## src/rtl/maze_level_nav_if.sv

```systemverilog
// Handshake, config and status bundle for maze_level_nav.
// MAZE_STEP_CNT_EN adds the step_count signal.
interface maze_level_nav_if #(
   parameter int unsigned ROW_W = 3,
   parameter int unsigned COL_W = 3,
   parameter int unsigned LVL_W = 1
`ifdef MAZE_STEP_CNT_EN
   , parameter int unsigned STEP_W = 10
`endif
);
   logic             restart;
   logic             move_valid;
   logic [1:0]       move_dir;
   logic             move_ready;
   logic             cfg_we;
   logic [LVL_W-1:0] cfg_lvl;
   logic [ROW_W-1:0] cfg_row;
   logic [COL_W-1:0] cfg_col;
   logic [3:0]       cfg_walls;
   logic [ROW_W-1:0] player_row;
   logic [COL_W-1:0] player_col;
   logic [LVL_W-1:0] level;
   logic [3:0]       cur_walls;
   logic             move_done;
   logic             bump;
   logic             goal;
   logic             game_done;
`ifdef MAZE_STEP_CNT_EN
   logic [STEP_W-1:0] step_count;
`endif

   modport slave (
      input  restart, move_valid, move_dir, cfg_we, cfg_lvl, cfg_row, cfg_col, cfg_walls,
      output move_ready, player_row, player_col, level, cur_walls,
             move_done, bump, goal, game_done
`ifdef MAZE_STEP_CNT_EN
      , output step_count
`endif
   );

   modport master (
      output restart, move_valid, move_dir, cfg_we, cfg_lvl, cfg_row, cfg_col, cfg_walls,
      input  move_ready, player_row, player_col, level, cur_walls,
             move_done, bump, goal, game_done
`ifdef MAZE_STEP_CNT_EN
      , input step_count
`endif
   );
endinterface

```

## src/rtl/maze_level_nav.sv

```systemverilog
// Multi-level maze engine: run-time wall tables, move checking, goal and level advance.
// Optional saturating step counter enabled by MAZE_STEP_CNT_EN.
module maze_level_nav #(
   parameter int unsigned NUM_ROWS   = 5,
   parameter int unsigned NUM_COLS   = 5,
   parameter int unsigned NUM_LEVELS = 2,
   parameter int unsigned ROW_W      = 3,
   parameter int unsigned COL_W      = 3,
   parameter int unsigned LVL_W      = 1,
   parameter int unsigned START_ROW  = 0,
   parameter int unsigned START_COL  = 0,
   parameter int unsigned GOAL_ROW   = 4,
   parameter int unsigned GOAL_COL   = 4
`ifdef MAZE_STEP_CNT_EN
   , parameter int unsigned STEP_W   = 10
`endif
) (
   input  logic               clk,
   input  logic               rst_n,
   maze_level_nav_if.slave    bus
);
   localparam int unsigned DEPTH = NUM_LEVELS * NUM_ROWS * NUM_COLS;
   localparam int unsigned IDX_W = (DEPTH > 1) ? $clog2(DEPTH) : 1;

   typedef enum logic [1:0] {S_IDLE, S_LOOKUP, S_APPLY, S_DONE} state_t;

   function automatic logic in_range(input int unsigned l, input int unsigned r,
                                     input int unsigned c);
      return (l < NUM_LEVELS) && (r < NUM_ROWS) && (c < NUM_COLS);
   endfunction

   function automatic logic [IDX_W-1:0] cell_idx(input int unsigned l, input int unsigned r,
                                                 input int unsigned c);
      return IDX_W'((l * NUM_ROWS + r) * NUM_COLS + c);
   endfunction

   logic [3:0]       r_mem [DEPTH];
   state_t           r_state, w_state_nxt;
   logic [ROW_W-1:0] r_row, w_row_nxt, w_new_row;
   logic [COL_W-1:0] r_col, w_col_nxt, w_new_col;
   logic [LVL_W-1:0] r_level, w_level_nxt;
   logic [1:0]       r_dir, w_dir_nxt;
   logic [3:0]       r_wall_q, w_wall_q_nxt;
   logic             r_advance, w_advance_nxt;
   logic             r_game_done, w_game_done_nxt;
   logic             r_move_done, w_move_done_nxt;
   logic             r_bump, w_bump_nxt;
   logic             r_goal, w_goal_nxt;
   logic             r_move_ready, w_move_ready_nxt;
   logic             w_blocked;
   logic             w_is_goal;
   logic             w_last_lvl;
   logic [3:0]       w_cur_walls;
`ifdef MAZE_STEP_CNT_EN
   logic [STEP_W-1:0] r_step, w_step_nxt;
`endif

   // Wall table: no reset, writes outside the maze are dropped
   always_ff @(posedge clk) begin
      if (bus.cfg_we && in_range(32'(bus.cfg_lvl), 32'(bus.cfg_row), 32'(bus.cfg_col)))
         r_mem[cell_idx(32'(bus.cfg_lvl), 32'(bus.cfg_row), 32'(bus.cfg_col))] <= bus.cfg_walls;
   end

   assign w_cur_walls = in_range(32'(r_level), 32'(r_row), 32'(r_col))
                        ? r_mem[cell_idx(32'(r_level), 32'(r_row), 32'(r_col))] : 4'b0000;

   // Candidate cell and blocking decision for the latched direction
   always_comb begin
      w_new_row = r_row;
      w_new_col = r_col;
      w_blocked = 1'b0;
      unique case (r_dir)
         2'b00: begin
            w_new_row = r_row - ROW_W'(1);
            w_blocked = r_wall_q[3] || (r_row == '0);
         end
         2'b01: begin
            w_new_row = r_row + ROW_W'(1);
            w_blocked = r_wall_q[2] || (32'(r_row) == NUM_ROWS - 1);
         end
         2'b10: begin
            w_new_col = r_col - COL_W'(1);
            w_blocked = r_wall_q[1] || (r_col == '0);
         end
         2'b11: begin
            w_new_col = r_col + COL_W'(1);
            w_blocked = r_wall_q[0] || (32'(r_col) == NUM_COLS - 1);
         end
      endcase
   end

   assign w_is_goal  = (w_new_row == ROW_W'(GOAL_ROW)) && (w_new_col == COL_W'(GOAL_COL));
   assign w_last_lvl = (32'(r_level) == NUM_LEVELS - 1);

   // Next-state and registered-output logic
   always_comb begin
      w_state_nxt      = r_state;
      w_row_nxt        = r_row;
      w_col_nxt        = r_col;
      w_level_nxt      = r_level;
      w_dir_nxt        = r_dir;
      w_wall_q_nxt     = r_wall_q;
      w_advance_nxt    = 1'b0;
      w_game_done_nxt  = r_game_done;
      w_move_done_nxt  = 1'b0;
      w_bump_nxt       = 1'b0;
      w_goal_nxt       = 1'b0;
`ifdef MAZE_STEP_CNT_EN
      w_step_nxt       = r_step;
`endif
      if (bus.restart) begin
         // Restart wins in every state and aborts any move in flight
         w_state_nxt     = S_IDLE;
         w_row_nxt       = ROW_W'(START_ROW);
         w_col_nxt       = COL_W'(START_COL);
         w_level_nxt     = '0;
         w_game_done_nxt = 1'b0;
`ifdef MAZE_STEP_CNT_EN
         w_step_nxt      = '0;
`endif
      end else begin
         unique case (r_state)
            S_IDLE: begin
               if (r_advance) begin
                  w_row_nxt   = ROW_W'(START_ROW);
                  w_col_nxt   = COL_W'(START_COL);
                  w_level_nxt = r_level + LVL_W'(1);
`ifdef MAZE_STEP_CNT_EN
                  w_step_nxt  = '0;
`endif
               end
               if (bus.move_valid) begin
                  w_dir_nxt   = bus.move_dir;
                  w_state_nxt = S_LOOKUP;
               end
            end
            S_LOOKUP: begin
               w_wall_q_nxt = w_cur_walls;
               w_state_nxt  = S_APPLY;
            end
            S_APPLY: begin
               w_state_nxt = S_IDLE;
               if (w_blocked) begin
                  w_bump_nxt = 1'b1;
               end else begin
                  w_row_nxt       = w_new_row;
                  w_col_nxt       = w_new_col;
                  w_move_done_nxt = 1'b1;
`ifdef MAZE_STEP_CNT_EN
                  if (r_step != '1) w_step_nxt = r_step + STEP_W'(1);
`endif
                  if (w_is_goal) begin
                     w_goal_nxt = 1'b1;
                     if (w_last_lvl) begin
                        w_game_done_nxt = 1'b1;
                        w_state_nxt     = S_DONE;
                     end else begin
                        w_advance_nxt = 1'b1;
                     end
                  end
               end
            end
            S_DONE: begin
               w_state_nxt = S_DONE;
            end
         endcase
      end
      w_move_ready_nxt = (w_state_nxt == S_IDLE);
   end

   always_ff @(posedge clk or negedge rst_n) begin
      if (!rst_n) begin
         r_state      <= S_IDLE;
         r_row        <= ROW_W'(START_ROW);
         r_col        <= COL_W'(START_COL);
         r_level      <= '0;
         r_dir        <= 2'b00;
         r_wall_q     <= 4'b0000;
         r_advance    <= 1'b0;
         r_game_done  <= 1'b0;
         r_move_done  <= 1'b0;
         r_bump       <= 1'b0;
         r_goal       <= 1'b0;
         r_move_ready <= 1'b1;
`ifdef MAZE_STEP_CNT_EN
         r_step       <= '0;
`endif
      end else begin
         r_state      <= w_state_nxt;
         r_row        <= w_row_nxt;
         r_col        <= w_col_nxt;
         r_level      <= w_level_nxt;
         r_dir        <= w_dir_nxt;
         r_wall_q     <= w_wall_q_nxt;
         r_advance    <= w_advance_nxt;
         r_game_done  <= w_game_done_nxt;
         r_move_done  <= w_move_done_nxt;
         r_bump       <= w_bump_nxt;
         r_goal       <= w_goal_nxt;
         r_move_ready <= w_move_ready_nxt;
`ifdef MAZE_STEP_CNT_EN
         r_step       <= w_step_nxt;
`endif
      end
   end

   assign bus.move_ready = r_move_ready;
   assign bus.player_row = r_row;
   assign bus.player_col = r_col;
   assign bus.level      = r_level;
   assign bus.cur_walls  = w_cur_walls;
   assign bus.move_done  = r_move_done;
   assign bus.bump       = r_bump;
   assign bus.goal       = r_goal;
   assign bus.game_done  = r_game_done;
`ifdef MAZE_STEP_CNT_EN
   assign bus.step_count = r_step;
`endif
endmodule

```

## src/flat_wrapper.sv

```systemverilog
// flat-port wrapper written by rule: the top's interface ports become plain ports
module maze_level_nav_flat 
#(
   parameter int unsigned NUM_ROWS   = 5,
   parameter int unsigned NUM_COLS   = 5,
   parameter int unsigned NUM_LEVELS = 2,
   parameter int unsigned ROW_W      = 3,
   parameter int unsigned COL_W      = 3,
   parameter int unsigned LVL_W      = 1,
   parameter int unsigned START_ROW  = 0,
   parameter int unsigned START_COL  = 0,
   parameter int unsigned GOAL_ROW   = 4,
   parameter int unsigned GOAL_COL   = 4

)
  (clk, rst_n, bus_restart, bus_move_valid, bus_move_dir, bus_cfg_we, bus_cfg_lvl, bus_cfg_row, bus_cfg_col, bus_cfg_walls, bus_move_ready, bus_player_row, bus_player_col, bus_level, bus_cur_walls, bus_move_done, bus_bump, bus_goal, bus_game_done);
  maze_level_nav_if #(.ROW_W(ROW_W), .COL_W(COL_W), .LVL_W(LVL_W)) bus_i ();
  input  logic clk;
  input  logic rst_n;
  input wire logic [$bits(bus_i.restart)-1:0] bus_restart;
  input wire logic [$bits(bus_i.move_valid)-1:0] bus_move_valid;
  input wire logic [$bits(bus_i.move_dir)-1:0] bus_move_dir;
  input wire logic [$bits(bus_i.cfg_we)-1:0] bus_cfg_we;
  input wire logic [$bits(bus_i.cfg_lvl)-1:0] bus_cfg_lvl;
  input wire logic [$bits(bus_i.cfg_row)-1:0] bus_cfg_row;
  input wire logic [$bits(bus_i.cfg_col)-1:0] bus_cfg_col;
  input wire logic [$bits(bus_i.cfg_walls)-1:0] bus_cfg_walls;
  output wire logic [$bits(bus_i.move_ready)-1:0] bus_move_ready;
  output wire logic [$bits(bus_i.player_row)-1:0] bus_player_row;
  output wire logic [$bits(bus_i.player_col)-1:0] bus_player_col;
  output wire logic [$bits(bus_i.level)-1:0] bus_level;
  output wire logic [$bits(bus_i.cur_walls)-1:0] bus_cur_walls;
  output wire logic [$bits(bus_i.move_done)-1:0] bus_move_done;
  output wire logic [$bits(bus_i.bump)-1:0] bus_bump;
  output wire logic [$bits(bus_i.goal)-1:0] bus_goal;
  output wire logic [$bits(bus_i.game_done)-1:0] bus_game_done;
  assign bus_i.restart = bus_restart;
  assign bus_i.move_valid = bus_move_valid;
  assign bus_i.move_dir = bus_move_dir;
  assign bus_i.cfg_we = bus_cfg_we;
  assign bus_i.cfg_lvl = bus_cfg_lvl;
  assign bus_i.cfg_row = bus_cfg_row;
  assign bus_i.cfg_col = bus_cfg_col;
  assign bus_i.cfg_walls = bus_cfg_walls;
  assign bus_move_ready = bus_i.move_ready;
  assign bus_player_row = bus_i.player_row;
  assign bus_player_col = bus_i.player_col;
  assign bus_level = bus_i.level;
  assign bus_cur_walls = bus_i.cur_walls;
  assign bus_move_done = bus_i.move_done;
  assign bus_bump = bus_i.bump;
  assign bus_goal = bus_i.goal;
  assign bus_game_done = bus_i.game_done;
  maze_level_nav #(.NUM_ROWS(NUM_ROWS), .NUM_COLS(NUM_COLS), .NUM_LEVELS(NUM_LEVELS), .ROW_W(ROW_W), .COL_W(COL_W), .LVL_W(LVL_W), .START_ROW(START_ROW), .START_COL(START_COL), .GOAL_ROW(GOAL_ROW), .GOAL_COL(GOAL_COL)) u_core (.clk(clk), .rst_n(rst_n), .bus(bus_i));
endmodule
```

## config.mk

```make
export PLATFORM = sky130hd
export DESIGN_NAME = maze_level_nav_flat
export DESIGN_NICKNAME = d
export VERILOG_FILES = /design/src/rtl/maze_level_nav_if.sv /design/src/rtl/maze_level_nav.sv /design/src/flat_wrapper.sv
export SDC_FILE = /design/constraint.sdc
export NUM_CORES = 1
export LEC_CHECK = 0
export CAP_MARGIN = 20
export CORE_ASPECT_RATIO = 1.5
export CORE_MARGIN = 2
export CORE_UTILIZATION = 60
export CTS_CLUSTER_SIZE = 28
export DETAILED_ROUTE_END_ITERATION = 12
export PLACE_DENSITY = 0.78
export SLEW_MARGIN = 20
export SYNTH_ARGS = -nofsm -noshare
export SYNTH_HDL_FRONTEND = slang
export SYNTH_SLANG_ARGS = --single-unit
```

## constraint.sdc

```tcl
create_clock -name clk -period 6.5 [get_ports clk]
set_input_delay 1.3 -clock clk [delete_from_list [all_inputs] [get_ports clk]]
set_output_delay 1.3 -clock clk [all_outputs]
set_load 0.005 [all_outputs]
```

==> results of run 1 <==
==> worst max-delay path, stage by stage (launching register included) <==
cell             delay [ns]
dfrtp_1                0.49
ha_1                   0.25
ha_1                   0.19
xor2_1                 0.18
ha_1                   0.30
ha_1                   0.32
fa_2                   1.00
buf_12                 0.26
mux4_2                 0.30
a22oi_1                0.25
a221oi_2               0.12
a211oi_2               0.28
clkdlybuf4s50_1        0.55
==> final cells by class <==
cell class                 instances  area (um2)  share of cell area, %
multi-input combinational        332        3090                   28.2
inverter                          10        37.5                  0.342
timing repair buffer              43         418                   3.81
clock inverter                     9        76.3                  0.696
sequential                       221        6530                   59.6
clock buffer                      27         548                   5.00
tap                              206         258                   2.35
==> flip-flops by register name (all words and copies together), names as in the netlist <==
signal	count
u_core.r_mem	200
u_core.r_wall_q	4
u_core.bus.player_col	3
u_core.bus.player_row	3
u_core.r_dir	2
u_core.r_state	2
u_core.bus.bump	1
u_core.bus.game_done	1
u_core.bus.goal	1
u_core.bus.level	1
u_core.bus.move_done	1
u_core.bus.move_ready	1
u_core.r_advance	1
==> worst paths after layout <==
path	startpoint	to	slack, ns
worst max-delay path	u_core.bus.player_row[0]$_DFFE_PN0P_	bus_cur_walls[0]	0.20
worst min-delay path	u_core.bus.game_done$_DFFE_PN0P_	u_core.bus.game_done$_DFFE_PN0P_	0.50
worst max register to register	u_core.bus.player_row[0]$_DFFE_PN0P_	u_core.r_wall_q[3]$_DFFE_PN0P_	2.08
worst min register to register	u_core.bus.game_done$_DFFE_PN0P_	u_core.bus.game_done$_DFFE_PN0P_	0.50
max in group asynchronous	rst_n	u_core.bus.player_row[1]$_DFFE_PN0P_	4.57
min in group asynchronous	rst_n	u_core.bus.move_done$_DFF_PN0_	1.34
==> per-layer routing <==
layer  track usage, %  share of wire (%)
met4             9.15                3.4
met3             3.69                5.6
met1             29.3                 36
met2             43.6                 55
met5                0                  0
==> power breakdown <==
group	internal, mW	leakage (nW)	switching [mW]
combinational	0.129	1.27	0.208
sequential	1.59	2.07	0.0245
clock	0.638	0.307	0.499
==> logic make-up (layout without fill, tap and decap cells) <==
group | count (synthesis) | after routing
multiplexers | 73 | 73
AND/OR/NAND/NOR | 165 | 165
AO/OA/AOI/OAI | 49 | 49
buffers and inverters | 37 | 89
adder cells (fa/ha/maj) | 32 | 32
flip-flops | 221 | 221
XOR/XNOR | 13 | 13
==> cells in the mapped netlist, drive strengths merged (4+ instances only) <==
cell and number:
nor3 11, edfxtp 200, nand4 11, nand3 43, ha 28, buf 16
a21o 7, a21oi 8, mux4 45, clkbuf 11, dfrtp 20, nand2 10
nor3b 4, a211oi 4, xor2 6, inv 9, xnor2 5, mux2i 18
nor2 61, mux2 10, nand3b 6, fa 4, nand2b 8, o21ai 9
==> per-stage QoR <==
stage | area, um2 | utilization (%)
after floorplan | 9820 | -
after global placement | 10300 | 64.1
after detailed placement | 10300 | 64.1
after CTS | 11000 | 68.0
after global routing | 11000 | 68.0
final | 11000 | 68.0
==> impl_metrics.env, run 1 <==
export IMPL_cts_tree="built"
export IMPL_yosys_warnings=0
export IMPL_drt_iter0_drc=528
export IMPL_cp_start_kind="register"
export IMPL_dpl_hpwl_um=13500
export IMPL_syn_inst=590
export IMPL_ant_nets=0
export IMPL_finClkSkew_ns=0.00971
export IMPL_worstPathRequired_ns=5.20
export IMPL_htreeDepth=1
export IMPL_finalPower_mw=3.09
export IMPL_crit_path_end_kind="output pin"
export IMPL_cts_sinks=221
export IMPL_cap_viol_max_count=0
export IMPL_grt_pass1_wl_um=31700
export IMPL_synth_largest_area_cell="edfxtp_1"
export IMPL_row_count=57
export IMPL_grt_max_degree=51
export IMPL_syn_to_final_growth_pct=11.6
export IMPL_n_fill_cell=1052
export IMPL_power_density_nw_per_um2=281
export IMPL_overflow=0
export IMPL_dp_cells=812
export IMPL_cts_hold_buf=0
export IMPL_yosysTopAreaCellShare_pct=61.2
export IMPL_grt_pass1_vias=5775
export IMPL_pin_count=34
export IMPL_syn_nets=640
export IMPL_synth_seq_cells=221
export IMPL_synth_area_um2=9820
export IMPL_slew_viol_final=0
export IMPL_final_common_cell="edfxtp_1"
export IMPL_holdPathStages=2
export IMPL_synthTopCellsByArea="edfxtp_1 (61%), mux4_2 (10%), dfrtp_1 (5.1%)"
export IMPL_core_um2=16100
export IMPL_rr_worst_depth=13
export IMPL_via_per_inst=6.49
export IMPL_criticalPathCategory="reg2out"
export IMPL_routabilityCongestion=0.862
export IMPL_status="completed"
export IMPL_die_area_um2=17400
export IMPL_avgSynthCellArea_um2=16.6
export IMPL_die_h_um=161
export IMPL_final_nets=678
export IMPL_relSlewSlack_pct=35.1
export IMPL_ir_drop_uv=194
export IMPL_dp_slack_ns=0.727
export IMPL_wl_um=20400
export IMPL_initial_core_util_pct=60.9
export IMPL_insertion_delay_ns=0.50
export IMPL_root_buffer="clkbuf_16"
export IMPL_synthAdderAreaFrac_pct=4.38
export IMPL_final_setup_tns_ns=0
export IMPL_hp_class="reg2reg"
export IMPL_synth_edf_count=200
export IMPL_synth_simple_area_share_pct=8.24
export IMPL_timing_final_ws_setup_ns=0.203
export IMPL_path_max_fanout=21
export IMPL_final_cell_mix="edfxtp_1 (200), nor2_1 (61), mux4_2 (45), nand3_1 (43), clkdlybuf4s50_1 (33)"
export IMPL_synth_async_reset_ratio_pct=9.50
export IMPL_portBuffers=33
export IMPL_synth_xor_area_share_pct=1.64
export IMPL_die_x_um=108
export IMPL_synth_top_family_by_area="multiplexers"
export IMPL_arrival_ns=5.00
export IMPL_worstMarginPinSlew_ns=0.970
export IMPL_seq_area_frac_synth_pct=66.5
export IMPL_clk_path_buf_depth=3
export IMPL_setup_viol=0
export IMPL_synth_mux_area_share_pct=13.3
export IMPL_cts_setup_buffers=0
export IMPL_diodes=0
export IMPL_drive_gt1_share_pct=16.2
export IMPL_routedWlPerCell_um=24.0
export IMPL_period_share_pct=96.9
export IMPL_cts_inserted_buffers=20
export IMPL_leakagePower_nw=3.65
export IMPL_cts_resized_gates=0
export IMPL_route_detailed_drc=0
export IMPL_clk_transition_reported_paths_ns=0.06
export IMPL_rsz0062_at_grt="no"
export IMPL_holdWs_ns=0.497
export IMPL_ys_types=60
export IMPL_num_vias=5502
export IMPL_synth_flop_cell="edfxtp_1"
export IMPL_dr_pass1_iters=5
export IMPL_grt_util_all_layers_pct=24.3
export IMPL_synth_compound_area_share_pct=3.77
export IMPL_max_freq_mhz=159
export IMPL_fin_cells=848
export IMPL_hold_viol=0
export IMPL_post_route_min_period_ns=6.30
export IMPL_antenna_found_initial=0
(Power assumes the default switching activity.)
==> run 2: changes to the inputs <==
--- a/config.mk
+++ b/config.mk
@@ -11,8 +11,10 @@
 export CORE_UTILIZATION = 60
 export CTS_CLUSTER_SIZE = 28
 export DETAILED_ROUTE_END_ITERATION = 12
+export GPL_TIMING_DRIVEN = 0
+export HOLD_SLACK_MARGIN = 0.1
 export PLACE_DENSITY = 0.78
-export SLEW_MARGIN = 20
+export SLEW_MARGIN = 5
 export SYNTH_ARGS = -nofsm -noshare
 export SYNTH_HDL_FRONTEND = slang
 export SYNTH_SLANG_ARGS = --single-unit
==> run 2 against run 1 <==
Final area up 0.59%. Combinational power up 6%. Sequential share of layout area down 0.35 points. Clock power about the same. Flip-flop and latch count unchanged. Critical path type unchanged.
==> impl_metrics.env, run 2 (same netlist as run 1, synthesis figures left out) <==
export IMPL_reg_largest_list="u_core.r_mem (200), u_core.r_wall_q (4)"
export IMPL_post_route_min_period_ns=6.28
export IMPL_worstMarginPinSlew_ns=0.977
export IMPL_die_h_um=161
export IMPL_die_x_um=108
export IMPL_cts_sinks=221
export IMPL_cp_start_kind="register"
export IMPL_criticalPathCategory="reg2out"
export IMPL_clk_path_buf_depth=3
export IMPL_rr_worst_depth=13
export IMPL_clk_transition_reported_paths_ns=0.06
export IMPL_syn_to_final_growth_pct=12.3
export IMPL_cts_hold_buf=0
export IMPL_max_freq_mhz=159
export IMPL_die_area_um2=17400
export IMPL_hp_class="reg2reg"
export IMPL_cap_viol_max_count=0
export IMPL_root_buffer="clkbuf_16"
export IMPL_final_setup_tns_ns=0
export IMPL_path_max_fanout=10
export IMPL_wl_um=20900
export IMPL_grt_max_degree=51
export IMPL_drt_iter0_drc=530
export IMPL_diodes=0
export IMPL_final_util_pct=68.4
export IMPL_busiest_layer="met2"
export IMPL_htreeDepth=1
export IMPL_antenna_found_initial=0
export IMPL_routedWlPerCell_um=24.2
export IMPL_arrival_ns=4.98
export IMPL_num_vias=5533
export IMPL_hold_end="u_core.bus.game_done$_DFFE_PN0P_"
export IMPL_dpl_hpwl_um=14500
export IMPL_slew_viol_final=0
export IMPL_rsz0062_at_grt="no"
export IMPL_pin_count=34
export IMPL_setup_viol=0
export IMPL_finClkSkew_ns=0.00985
export IMPL_largest_register_ffs=200
export IMPL_dr_pass1_iters=5
export IMPL_crit_path_end_kind="output pin"
export IMPL_hold_viol=0
export IMPL_global_route_usage_met2_pct=46.0
export IMPL_leakagePower_nw=3.71
export IMPL_ir_drop_uv=229
export IMPL_finalPower_mw=3.11
export IMPL_final_cell_mix="edfxtp_1 (200), nor2_1 (61), mux4_2 (45), nand3_1 (43), clkdlybuf4s50_1 (29)"
export IMPL_worstHoldStart="u_core.bus.game_done$_DFFE_PN0P_"
export IMPL_final_common_cell="edfxtp_1"
export IMPL_crit_path_start="u_core.bus.player_row[0]$_DFFE_PN0P_"
export IMPL_rr_startpoint="u_core.bus.player_row[0]$_DFFE_PN0P_"
export IMPL_overflow=0
export IMPL_holdPathStages=2
export IMPL_portBuffers=33
export IMPL_cts_setup_buffers=0
export IMPL_place_area_um2=10400
export IMPL_grt_met1_usage_pct=29.2
export IMPL_final_nets=696
export IMPL_stdcell_area_um2=11000
export IMPL_grt_pass1_wl_um=32300
export IMPL_via_per_inst=6.40
export IMPL_core_um2=16100
export IMPL_grt_pass1_vias=5767
export IMPL_row_count=57
export IMPL_power_density_nw_per_um2=282
export IMPL_r2r_end="u_core.r_wall_q[0]$_DFFE_PN0P_"
export IMPL_drive_gt1_share_pct=17.2
export IMPL_insertion_delay_ns=0.50
export IMPL_initial_core_util_pct=60.9
export IMPL_status="completed"
export IMPL_cts_inserted_buffers=21
export IMPL_routabilityCongestion=0.978
export IMPL_top_register="u_core.r_mem"
export IMPL_globalRouteMet3Util_pct=3.04
export IMPL_grt_util_all_layers_pct=25.1
export IMPL_route_detailed_drc=0
export IMPL_period_share_pct=96.6
export IMPL_worstPathRequired_ns=5.20
export IMPL_relSlewSlack_pct=34.7
export IMPL_r2r_slack_ns=2.21
export IMPL_cts_tree="built"
export IMPL_ant_nets=0
[run 2: cell types whose count changed in the layout (fill, tap and decap cells not counted), moves of 2 or more]
| cell | before | now |
|---|---|---|
| clkbuf_2 | 0 | 4 |
| clkinv_4 | 0 | 2 |
| clkinv_1 | 4 | 2 |
| buf_4 | 9 | 4 |
| clkdlybuf4s50_1 | 33 | 29 |
| clkbuf_1 | 6 | 16 |
| buf_2 | 0 | 8 |
[run 2: stage by stage]
step	worst slack [ns]	cells	hold slack (ns)
finish	0.219	864	0.498
floorplan	1.77	590	0.472
detailed placement	0.469	829	0.489
global route	0.0260	864	0.526
CTS	0.00688	864	0.503
global placement	0.535	829	0.482
[run 2: critical path: stages (launching register included)]
cell             delay, ns
dfrtp_1               0.50
ha_1                  0.26
ha_1                  0.19
xor2_1                0.23
ha_1                  0.27
ha_1                  0.33
fa_1                  0.72
clkbuf_2              0.42
mux4_2                0.34
nand3_1               0.09
nand4_1               0.12
mux2i_1               0.09
mux2_2                0.28
nor2_1                0.12
clkdlybuf4s50_1       0.51
[run 2: worst max path at each step]
stage               slack, ns  cells after the start                to
global route             0.03                     14  bus_cur_walls[2]
floorplan                1.77                     13  bus_cur_walls[2]
finish                   0.22                     14  bus_cur_walls[2]
CTS                     0.007                     12  bus_cur_walls[1]
global placement         0.54                     14  bus_cur_walls[2]
detailed placement       0.47                     14  bus_cur_walls[2]
[run 2: final cells by class]
cell class | count | area, um2
flip-flops and latches | 221 | 6530
fillers | 1068 | 5090
multi-input cells | 332 | 3080
clock buffers | 27 | 548
repair buffers | 33 | 310
well taps | 206 | 258
plain buffers | 27 | 178
clock inverters | 8 | 86.3
inverters | 10 | 37.5
[run 2: report_power, final]
group          internal, mW  total (mW)  switching, mW
Combinational         0.132       0.356          0.224
Clock                 0.641        1.15          0.505
Sequential             1.59        1.60         0.0156
Total                  2.36        3.11          0.745
[run 2: metal layers]
layer  vias up  part of all wire (%)
met3        62                   4.8
met1      2802                    35
li1       2437                     -
met5         -                     0
met2       232                    56
met4         0                   4.4
[run 2: what timing repair did]
action	CTS	global route
endpoints found under the setup margin	1	4
resized for setup	1	3
endpoints found under the hold margin	0	0
==> run 3: changes to the inputs <==
--- a/config.mk
+++ b/config.mk
@@ -14,7 +14,7 @@
 export GPL_TIMING_DRIVEN = 0
 export HOLD_SLACK_MARGIN = 0.1
 export PLACE_DENSITY = 0.78
-export SLEW_MARGIN = 5
+export SLEW_MARGIN = 30
 export SYNTH_ARGS = -nofsm -noshare
 export SYNTH_HDL_FRONTEND = slang
 export SYNTH_SLANG_ARGS = --single-unit
==> run 3 against run 2 <==
Routed wire length rose by 0.77%. Register-to-register slack worse by 0.06 ns. Clock skew shrank 0.0023 ns. Die area did not move. Sequential power about the same. Critical path depth down 2. Utilization grew 0.43 points. Via count rose by 0.78%. First-iteration DRC count fell by 6.2%. Clock-buffer cell count fell by 3. Total power increased by 0.47%. Critical path type unchanged. Highest routed layer unchanged.
==> impl_metrics.env, run 3 (same netlist as run 1, synthesis figures left out) <==
export IMPL_diodes=0
export IMPL_period_share_pct=96.6
export IMPL_final_setup_tns_ns=0
export IMPL_path_max_fanout=10
export IMPL_wl_um=21100
export IMPL_ant_nets=0
export IMPL_dp_cells=832
export IMPL_cp_start_kind="register"
export IMPL_worstHoldStart="u_core.bus.game_done$_DFFE_PN0P_"
export IMPL_crit_path_start="u_core.bus.level$_DFFE_PN0P_"
export IMPL_hold_viol=0
export IMPL_power_density_nw_per_um2=281
export IMPL_insertion_delay_ns=0.49
export IMPL_worstPathRequired_ns=5.20
export IMPL_top_register="u_core.r_mem"
export IMPL_grt_util_all_layers_pct=25.6
export IMPL_root_buffer="clkbuf_16"
export IMPL_post_route_min_period_ns=6.28
export IMPL_syn_to_final_growth_pct=13.0
export IMPL_grt_max_degree=51
export IMPL_worstMarginPinSlew_ns=0.842
export IMPL_status="completed"
export IMPL_holdWs_ns=0.497
export IMPL_die_h_um=161
export IMPL_cap_viol_max_count=0
export IMPL_clk_path_buf_depth=3
export IMPL_cts_tree="built"
export IMPL_row_count=57
export IMPL_finClkSkew_ns=0.00758
export IMPL_hp_class="reg2reg"
export IMPL_dpl_hpwl_um=14900
export IMPL_ir_drop_uv=189
export IMPL_setup_viol=0
export IMPL_leakagePower_nw=3.74
export IMPL_cts_hold_buf=0
export IMPL_antenna_found_initial=0
export IMPL_dr_pass1_iters=5
export IMPL_cts_inserted_buffers=20
export IMPL_die_x_um=108
export IMPL_via_per_inst=6.43
export IMPL_drt_iter0_drc=497
export IMPL_reg_largest_list="u_core.r_mem (200), u_core.r_wall_q (4)"
export IMPL_largest_register_ffs=200
export IMPL_pin_count=34
export IMPL_rr_startpoint="u_core.bus.level$_DFFE_PN0P_"
export IMPL_htreeDepth=1
export IMPL_slew_viol_final=0
export IMPL_die_area_um2=17400
export IMPL_drive_gt1_share_pct=17.7
export IMPL_portBuffers=33
export IMPL_num_vias=5576
export IMPL_fin_cells=867
export IMPL_overflow=0
export IMPL_cts_sinks=221
export IMPL_routabilityCongestion=0.978
export IMPL_core_um2=16100
export IMPL_rsz0062_at_grt="no"
export IMPL_crit_path_end_kind="output pin"
export IMPL_relSlewSlack_pct=43.4
export IMPL_arrival_ns=4.98
export IMPL_criticalPathCategory="reg2out"
export IMPL_final_common_cell="edfxtp_1"
export IMPL_grt_pass1_vias=5894
export IMPL_initial_core_util_pct=60.9
export IMPL_grt_pass1_wl_um=33100
export IMPL_route_detailed_drc=0
export IMPL_clk_transition_reported_paths_ns=0.06
export IMPL_final_nets=698
export IMPL_routedWlPerCell_um=24.3
export IMPL_max_freq_mhz=159
export IMPL_final_cell_mix="edfxtp_1 (200), nor2_1 (61), mux4_2 (45), nand3_1 (43)"
run 3: final cells by class:
class	count	area, um2
well taps	206	258
plain buffers	27	180
clock inverters	11	109
clock buffers	24	537
multi-input cells	332	3080
fillers	1089	5020
flip-flops and latches	221	6530
inverters	10	37.5
repair buffers	36	365
run 3: metrics by stage:
stage / util [%] / power, mW / worst slack (ns) / cell area, um2
6_report: 68.8 / 3.12 / 0.219 / 11100
5_1_grt: 68.8 / 3.22 / 0.0502 / 11100
4_1_cts: 68.8 / 3.13 / 0.0276 / 11100
3_5_place_dp: 64.8 / 1.99 / 0.480 / 10400
3_3_place_gp: 64.6 / 1.97 / 0.535 / 10400
2_1_floorplan: - / 1.86 / 1.77 / 9820
run 3: repair_timing:
| item | in CTS | in global routing |
|---|---|---|
| resized for setup | 2 | 4 |
| setup buffers | 0 | 0 |
| endpoints found under the setup margin | 3 | 4 |
run 3: layer usage:
layer | GRT usage, % | up-vias | wire [um] | part of all wire, %
met5 | 0 | - | 0 | 0
met4 | 10.3 | 0 | 879 | 4.2
met3 | 3.37 | 54 | 1200 | 5.7
met2 | 46.9 | 275 | 11800 | 56
met1 | 29.7 | 2789 | 7200 | 34
li1 | - | 2458 | - | -
run 3: final timing paths:
kind / end / depth (start not counted) / slack (ns)
min in group asynchronous: u_core.bus.player_col[1]$_DFFE_PN0P_ / 1 / 0.76
setup reg to reg: u_core.r_wall_q[0]$_DFFE_PN0P_ / 13 / 2.15
hold / removal: u_core.bus.game_done$_DFFE_PN0P_ / 2 / 0.50
setup / recovery: bus_cur_walls[1] / 12 / 0.22
hold reg to reg: u_core.bus.game_done$_DFFE_PN0P_ / 2 / 0.50
max in group asynchronous: u_core.bus.move_ready$_DFF_PN1_ / 1 / 5.38
run 3: critical path, stage by stage (launching register included):
cell	delay [ns]
dfrtp_1	0.51
ha_1	0.28
ha_1	0.19
xor2_1	0.23
ha_1	0.27
ha_1	0.33
fa_1	0.73
buf_2	0.34
mux4_2	0.39
a22oi_1	0.26
a221oi_2	0.12
a211oi_2	0.29
clkdlybuf4s50_1	0.55
run 3: power breakdown:
| group | total (mW) | leakage [nW] | switching [mW] | internal [mW] |
|---|---|---|---|---|
| combinational | 0.361 | 1.36 | 0.225 | 0.136 |
| sequential | 1.60 | 2.07 | 0.0165 | 1.59 |
| clock | 1.16 | 0.310 | 0.486 | 0.670 |
| total | 3.12 | 3.74 | 0.728 | 2.39 |
